--- src/rtl/mr_trace_pkg.sv ---
// Shared types for the mr_chips trace buffer: FIFO entry layout and trigger FSM states.
package mr_trace_pkg;

    localparam int unsigned DEF_DEPTH = 16;
    localparam int unsigned PC_W      = 16;
    localparam int unsigned ALU_W     = 16;

    typedef struct packed {
        logic [PC_W-1:0]  pc;
        logic [ALU_W-1:0] alu;
    } trace_entry_t;

    typedef enum logic {
        WAIT_TRIG = 1'b0,
        RUN       = 1'b1
    } trig_state_t;

endpackage

--- src/rtl/mr_trace_fifo.sv ---
// Circular trace storage with read/write pointers and occupancy count.
// The head is read straight from storage; when empty it shows the last popped entry.
module mr_trace_fifo
    import mr_trace_pkg::*;
#(
    parameter int unsigned DEPTH = DEF_DEPTH,
    parameter int unsigned CNT_W = $clog2(DEPTH) + 1
) (
    input  logic               clk,
    input  logic               reset,
    input  logic               push,
    input  trace_entry_t       push_data,
    input  logic               pop,
    output trace_entry_t       head,
    output logic               valid,
    output logic [CNT_W-1:0]   count,
    output logic               full
);

    localparam int unsigned PTR_W = (DEPTH > 1) ? $clog2(DEPTH) : 1;

    trace_entry_t       mem_q [DEPTH];
    trace_entry_t       mem_d [DEPTH];
    logic [PTR_W-1:0]   wr_ptr_q, wr_ptr_d;
    logic [PTR_W-1:0]   rd_ptr_q, rd_ptr_d;
    logic [CNT_W-1:0]   count_q, count_d;

    // Next-state for storage, pointers and count; pointers wrap naturally at DEPTH.
    always_comb begin
        mem_d    = mem_q;
        wr_ptr_d = wr_ptr_q;
        rd_ptr_d = rd_ptr_q;
        count_d  = count_q;
        if (push) begin
            mem_d[wr_ptr_q] = push_data;
            wr_ptr_d        = wr_ptr_q + PTR_W'(1);
        end
        if (pop) begin
            rd_ptr_d = rd_ptr_q + PTR_W'(1);
        end
        if (push && !pop) begin
            count_d = count_q + CNT_W'(1);
        end else if (pop && !push) begin
            count_d = count_q - CNT_W'(1);
        end
    end

    always_ff @(posedge clk) begin
        if (reset) begin
            for (int i = 0; i < int'(DEPTH); i++) begin
                mem_q[i] <= '0;
            end
            wr_ptr_q <= '0;
            rd_ptr_q <= '0;
            count_q  <= '0;
        end else begin
            mem_q    <= mem_d;
            wr_ptr_q <= wr_ptr_d;
            rd_ptr_q <= rd_ptr_d;
            count_q  <= count_d;
        end
    end

    assign valid = (count_q != '0);
    assign full  = (count_q == CNT_W'(DEPTH));
    assign count = count_q;
    // Empty: rd_ptr-1 is the last popped slot and cannot be overwritten until a push.
    assign head  = valid ? mem_q[rd_ptr_q] : mem_q[rd_ptr_q - PTR_W'(1)];

endmodule

--- src/rtl/mr_trace_buffer.sv ---
// Instruction-boundary trace capture for mr_chips with valid/ready drain and sticky overflow.
// Optional PC trigger (WAIT_TRIG -> RUN) enabled by defining MR_TRACE_TRIGGER_EN.
module mr_trace_buffer
    import mr_trace_pkg::*;
#(
    parameter int unsigned DEPTH = DEF_DEPTH,
    parameter int unsigned CNT_W = $clog2(DEPTH) + 1
) (
    input  logic               clk,
    input  logic               reset,
    input  logic [PC_W-1:0]    pc_in,
    input  logic [ALU_W-1:0]   alu_in,
    input  logic               cap_en,
    input  logic               clr_ovf,
`ifdef MR_TRACE_TRIGGER_EN
    input  logic [PC_W-1:0]    trig_pc,
    output logic               triggered,
`endif
    output logic               out_valid,
    input  logic               out_ready,
    output logic [PC_W-1:0]    out_pc,
    output logic [ALU_W-1:0]   out_alu,
    output logic [CNT_W-1:0]   count,
    output logic               overflow
);

    logic [PC_W-1:0] last_pc_q, last_pc_d;
    logic            seen_q, seen_d;
    logic            overflow_q, overflow_d;

    logic            track_req;
    logic            run;
    logic            cap_req;
    logic            fifo_full;
    logic            push;
    logic            pop;
    logic            drop;
    trace_entry_t    push_data;
    trace_entry_t    head;

    // A new instruction boundary is any enabled sample whose PC differs from the last one.
    assign track_req = cap_en && (!seen_q || (pc_in != last_pc_q));

`ifdef MR_TRACE_TRIGGER_EN
    trig_state_t state_q, state_d;
    logic        trig_hit;

    assign trig_hit = cap_en && (pc_in == trig_pc);

    always_comb begin
        state_d = state_q;
        case (state_q)
            WAIT_TRIG: if (trig_hit) state_d = RUN;
            RUN:       state_d = RUN;
            default:   state_d = WAIT_TRIG;
        endcase
    end

    always_ff @(posedge clk) begin
        if (reset) begin
            state_q <= WAIT_TRIG;
        end else begin
            state_q <= state_d;
        end
    end

    // The matching sample is captured in the same cycle the trigger fires.
    assign run       = (state_q == RUN) || trig_hit;
    assign triggered = (state_q == RUN);
`else
    assign run = 1'b1;
`endif

    assign cap_req   = track_req && run;
    assign pop       = out_valid && out_ready;
    assign push      = cap_req && (!fifo_full || pop);
    assign drop      = cap_req && fifo_full && !pop;
    assign push_data = '{pc: pc_in, alu: alu_in};

    always_comb begin
        last_pc_d  = last_pc_q;
        seen_d     = seen_q;
        overflow_d = overflow_q;
        if (track_req) begin
            last_pc_d = pc_in;
            seen_d    = 1'b1;
        end
        if (drop) begin
            overflow_d = 1'b1;
        end else if (clr_ovf) begin
            overflow_d = 1'b0;
        end
    end

    always_ff @(posedge clk) begin
        if (reset) begin
            last_pc_q  <= '0;
            seen_q     <= 1'b0;
            overflow_q <= 1'b0;
        end else begin
            last_pc_q  <= last_pc_d;
            seen_q     <= seen_d;
            overflow_q <= overflow_d;
        end
    end

    mr_trace_fifo #(
        .DEPTH (DEPTH),
        .CNT_W (CNT_W)
    ) u_fifo (
        .clk       (clk),
        .reset     (reset),
        .push      (push),
        .push_data (push_data),
        .pop       (pop),
        .head      (head),
        .valid     (out_valid),
        .count     (count),
        .full      (fifo_full)
    );

    assign out_pc   = head.pc;
    assign out_alu  = head.alu;
    assign overflow = overflow_q;

endmodule

--- config.mk ---
export PLATFORM = sky130hd
export DESIGN_NAME = mr_trace_buffer
export DESIGN_NICKNAME = d
export VERILOG_FILES = /design/src/rtl/mr_trace_pkg.sv /design/src/rtl/mr_trace_fifo.sv /design/src/rtl/mr_trace_buffer.sv
export SDC_FILE = /design/constraint.sdc
export NUM_CORES = 2
export LEC_CHECK = 0
export BUFFER_PORTS_ARGS = -buffer_cell sky130_fd_sc_hd__buf_2
export CORE_ASPECT_RATIO = 1.1
export CORE_MARGIN = 1.5
export CORE_UTILIZATION = 45
export DETAILED_ROUTE_END_ITERATION = 10
export PLACE_DENSITY = 0.69
export RECOVER_POWER = 50
export SETUP_SLACK_MARGIN = 0.02
export SLEW_MARGIN = 0
export SYNTH_ARGS = -nofsm -noshare
export SYNTH_HDL_FRONTEND = slang
export SYNTH_SLANG_ARGS = --single-unit
export TNS_END_PERCENT = 5
--- constraint.sdc ---
create_clock -name clk -period 4.1 [get_ports clk]
set_input_delay 0 -clock clk [delete_from_list [all_inputs] [get_ports clk]]
set_output_delay 0 -clock clk [all_outputs]
set_load 0.005 [all_outputs]
==> metrics.csv <==
metric,value,unit
synthAdderAreaFrac,0.527,%
gp_congestion,0.787,
synth_ff_type,dfxtp_1,
drt-total-wl,78200,microns
worstPathMaxFanout,29,
row_count,94,
yosys.area_share.simple,17.5,%
ios,76,
ant_nets,0,
grt_max_degree,149,
nNetsFinal,2444,
synthMuxAreaShare,26.4,%
arrival,3.75,ns
min_period,3.75,ns
clockBufferDepth,3,
path_delay_family,multiplexers,
worst_hold_slack,-0.00131,ns
r2r_cells,14,
setup-violations-final,0,
synth-compound-area-share,10.6,%
power_density,524,mW/mm^2
tns,0,ns
die_h,262,microns
h-tree-depth,2,
synth_edf_count,0,
path_depth,8,
synth.avg_cell_area,11.2,sq um
drt_iter0_markers,2403,
synth_area,0.0275,sq mm
grt_pass1_vias,21100,
path_cells,"inv_1, ha_4, buf_4, mux4_2, mux4_2, nand2_1, nand2_1, buf_2",
crit_path_start_kind,flop,
die-area,0.0627,sq mm
vdd_drop_max,0.000606,V
yosys_warnings,0,
dp_hpwl,42700,microns
core,0.0601,sq mm
synth_top_family_by_area,multiplexers,
synth_nets,2512,
layout-drive-gt1-share,23.0,%
fillers,5108,
post_synth_xor_area_fraction,0.827,%
clock_sinks,543,
syn_to_final_growth,11.5,%
grt_pass1_wl,122000,microns
cts_tree,yes,
path_class,reg -> out,
tightest_slew,2.56,ns
clock-root-buffer,clkbuf_16,
vias,21100,
rsz0062_at_grt,false,
cpPeakStageDelay,0.64,ns
cp_num_buf_inv,3,
insertion_delay,0.64,ns
cts.clk_slew.worst_paths,0.06,ns
antenna_cells,0,
firstDrtPassIters,5,
maxSlewViolCount,182,
violations,"hold timing, capacitance limit, slew limit",
netlist_instances,2464,
hold_depth,3,
cap_violations,2,
ys_seq_area_share,39.5,%
track_usage,24.8,%
numCtsBuffers,58,
cp.required,4.10,ns
antenna_found_initial,1,
p_leak,0.0101,uW
ys_types,33,
globalRouteOverflowTotal,0,
status,finished with violations,
synth.area.top_cells,"dfxtp_1 (39%), mux4_2 (26%), nand3b_1 (14%)",
fmax,267,MHz
hold_viol_final,1,
slew_headroom,-70.8,%
yosysTopAreaCell,dfxtp_1,
synth-seq-cells,543,
port-buffer-count,75,
routedWlPerCell,24.0,microns
initial_core_util,45.8,%
cp-end-kind,output pin,
dieWidth,239,microns
min_path_type,in -> reg,
synthDominantCellAreaShare,39.5,%
route.detailed.drc,0,
fin_worst_skew,0.0408,ns
crit_slowest_cell,dfxtp_4,
synthArstFlopShare,0,%
vias_per_cell,6.48,
finalCritPeriodShare,91.4,%
-- layer usage --
layer  up-vias  GRT usage, %  part of all wire, %
met5         -             0                0.013
met4         2          9.82                  3.4
met3       191          4.20                  7.9
met2      1024          41.6                   49
met1     10700          31.7                   40
li1       9199             -                    -
-- sequential cells by signal (all words and copies together), names as in the netlist --
name             flops
u_fifo.mem_q       512
last_pc_q           16
u_fifo.count         5
u_fifo.rd_ptr_q      4
u_fifo.wr_ptr_q      4
overflow             1
seen_q               1
-- cell type report --
class / count / area (sq um) / area share (%)
Clock buffer: 83 / 1680 / 5.47
Clock inverter: 25 / 485 / 1.58
Inverter: 7 / 26.3 / 0.0856
Multi-Input combinational cell: 1634 / 15500 / 50.4
Sequential cell: 543 / 10900 / 35.5
Tap cell: 816 / 1020 / 3.33
Timing Repair Buffer: 152 / 1140 / 3.72
-- per-stage QoR --
step	setup WS (ns)	area, sq um	util, %	total power, uW	instances
floorplan	0.677	27500	-	8960	2464
global placement	0.742	28400	47.2	10300	3130
detailed placement	0.707	28400	47.2	10300	3130
CTS	0.314	30700	51.2	16200	3260
global route	0.178	30700	51.1	16600	3260
finish	0.352	30700	51.1	16100	3260
-- power by group --
| part | internal, uW | switching [uW] | leakage [uW] |
|---|---|---|---|
| Combinational | 1940 | 2710 | 0.00464 |
| Sequential | 5410 | 140 | 0.00439 |
| Clock | 3620 | 2260 | 0.00105 |
| Total | 11000 | 5110 | 0.0101 |
-- synthesized netlist by cell type (2+ instances only) --
master / count
dfxtp_1: 543
nand3b_1: 526
o21ai_0: 481
mux4_2: 320
clkbuf_1: 162
nand2_1: 103
buf_2: 76
o21ai_1: 50
nand2b_1: 35
buf_4: 26
xor2_1: 19
nor2_1: 18
buf_1: 14
nor3_1: 14
ha_1: 10
o21ai_2: 9
a21oi_1: 8
o21ai_4: 8
nor4_1: 7
xnor2_1: 7
inv_1: 6
mux2i_1: 5
nand3_1: 3
or3_1: 3
a21o_1: 2
buf_6: 2
-- final timing paths --
check | slack [ns] | startpoint | endpoint
worst min register to register | 0.50 | u_fifo.mem_q[263] | u_fifo.mem_q[263]
worst max register to register | 0.57 | u_fifo.count[0] | u_fifo.count[4]
worst max-delay path | 0.35 | u_fifo.rd_ptr_q[1] | out_pc[9]
worst min-delay path | -0.001 | alu_in[14] | u_fifo.mem_q[142]
-- repair_timing --
item	4_1_cts	5_1_grt
hold buffers	22	0
buffers inserted	0	0
hold endpoints to repair	104	0
resized for setup	0	0
-- worst reg2reg max path, stage by stage (launching register included) --
cell	delay, ns
dfxtp_1	0.37
or4_1	0.61
nor3b_4	0.19
buf_4	0.24
nor2b_1	0.07
o21ai_0	0.24
inv_1	0.11
ha_1	0.24
inv_1	0.15
ha_1	0.29
a21o_1	0.19
a21oi_1	0.18
xnor2_1	0.09
or3_1	0.30
a21oi_1	0.14
-- cell families (layout without fill, tap and decap cells) --
family	count (synthesis)	in the layout
adders and majority gates	11	11
buffers and inverters	287	267
AOI/OAI and AO/OA	559	559
DFF	543	543
and+or+nand+nor	713	713
xor gates and xnor gates	26	26
muxes	325	325
-- layout by cell type, fill, tap and decap left out, types with 13 or more instances in the layout --
cell,n
buf_12,13
buf_2,70
buf_4,35
clkbuf_1,23
clkbuf_16,60
dfxtp_1,539
dlygate4sd3_1,22
mux4_2,320
nand2_1,102
nand2b_1,35
nand3b_1,526
nor2_1,18
nor3_1,14
o21ai_0,514
o21ai_1,17
o21ai_4,16
xor2_1,19
Power figures use the tool's default switching activity.
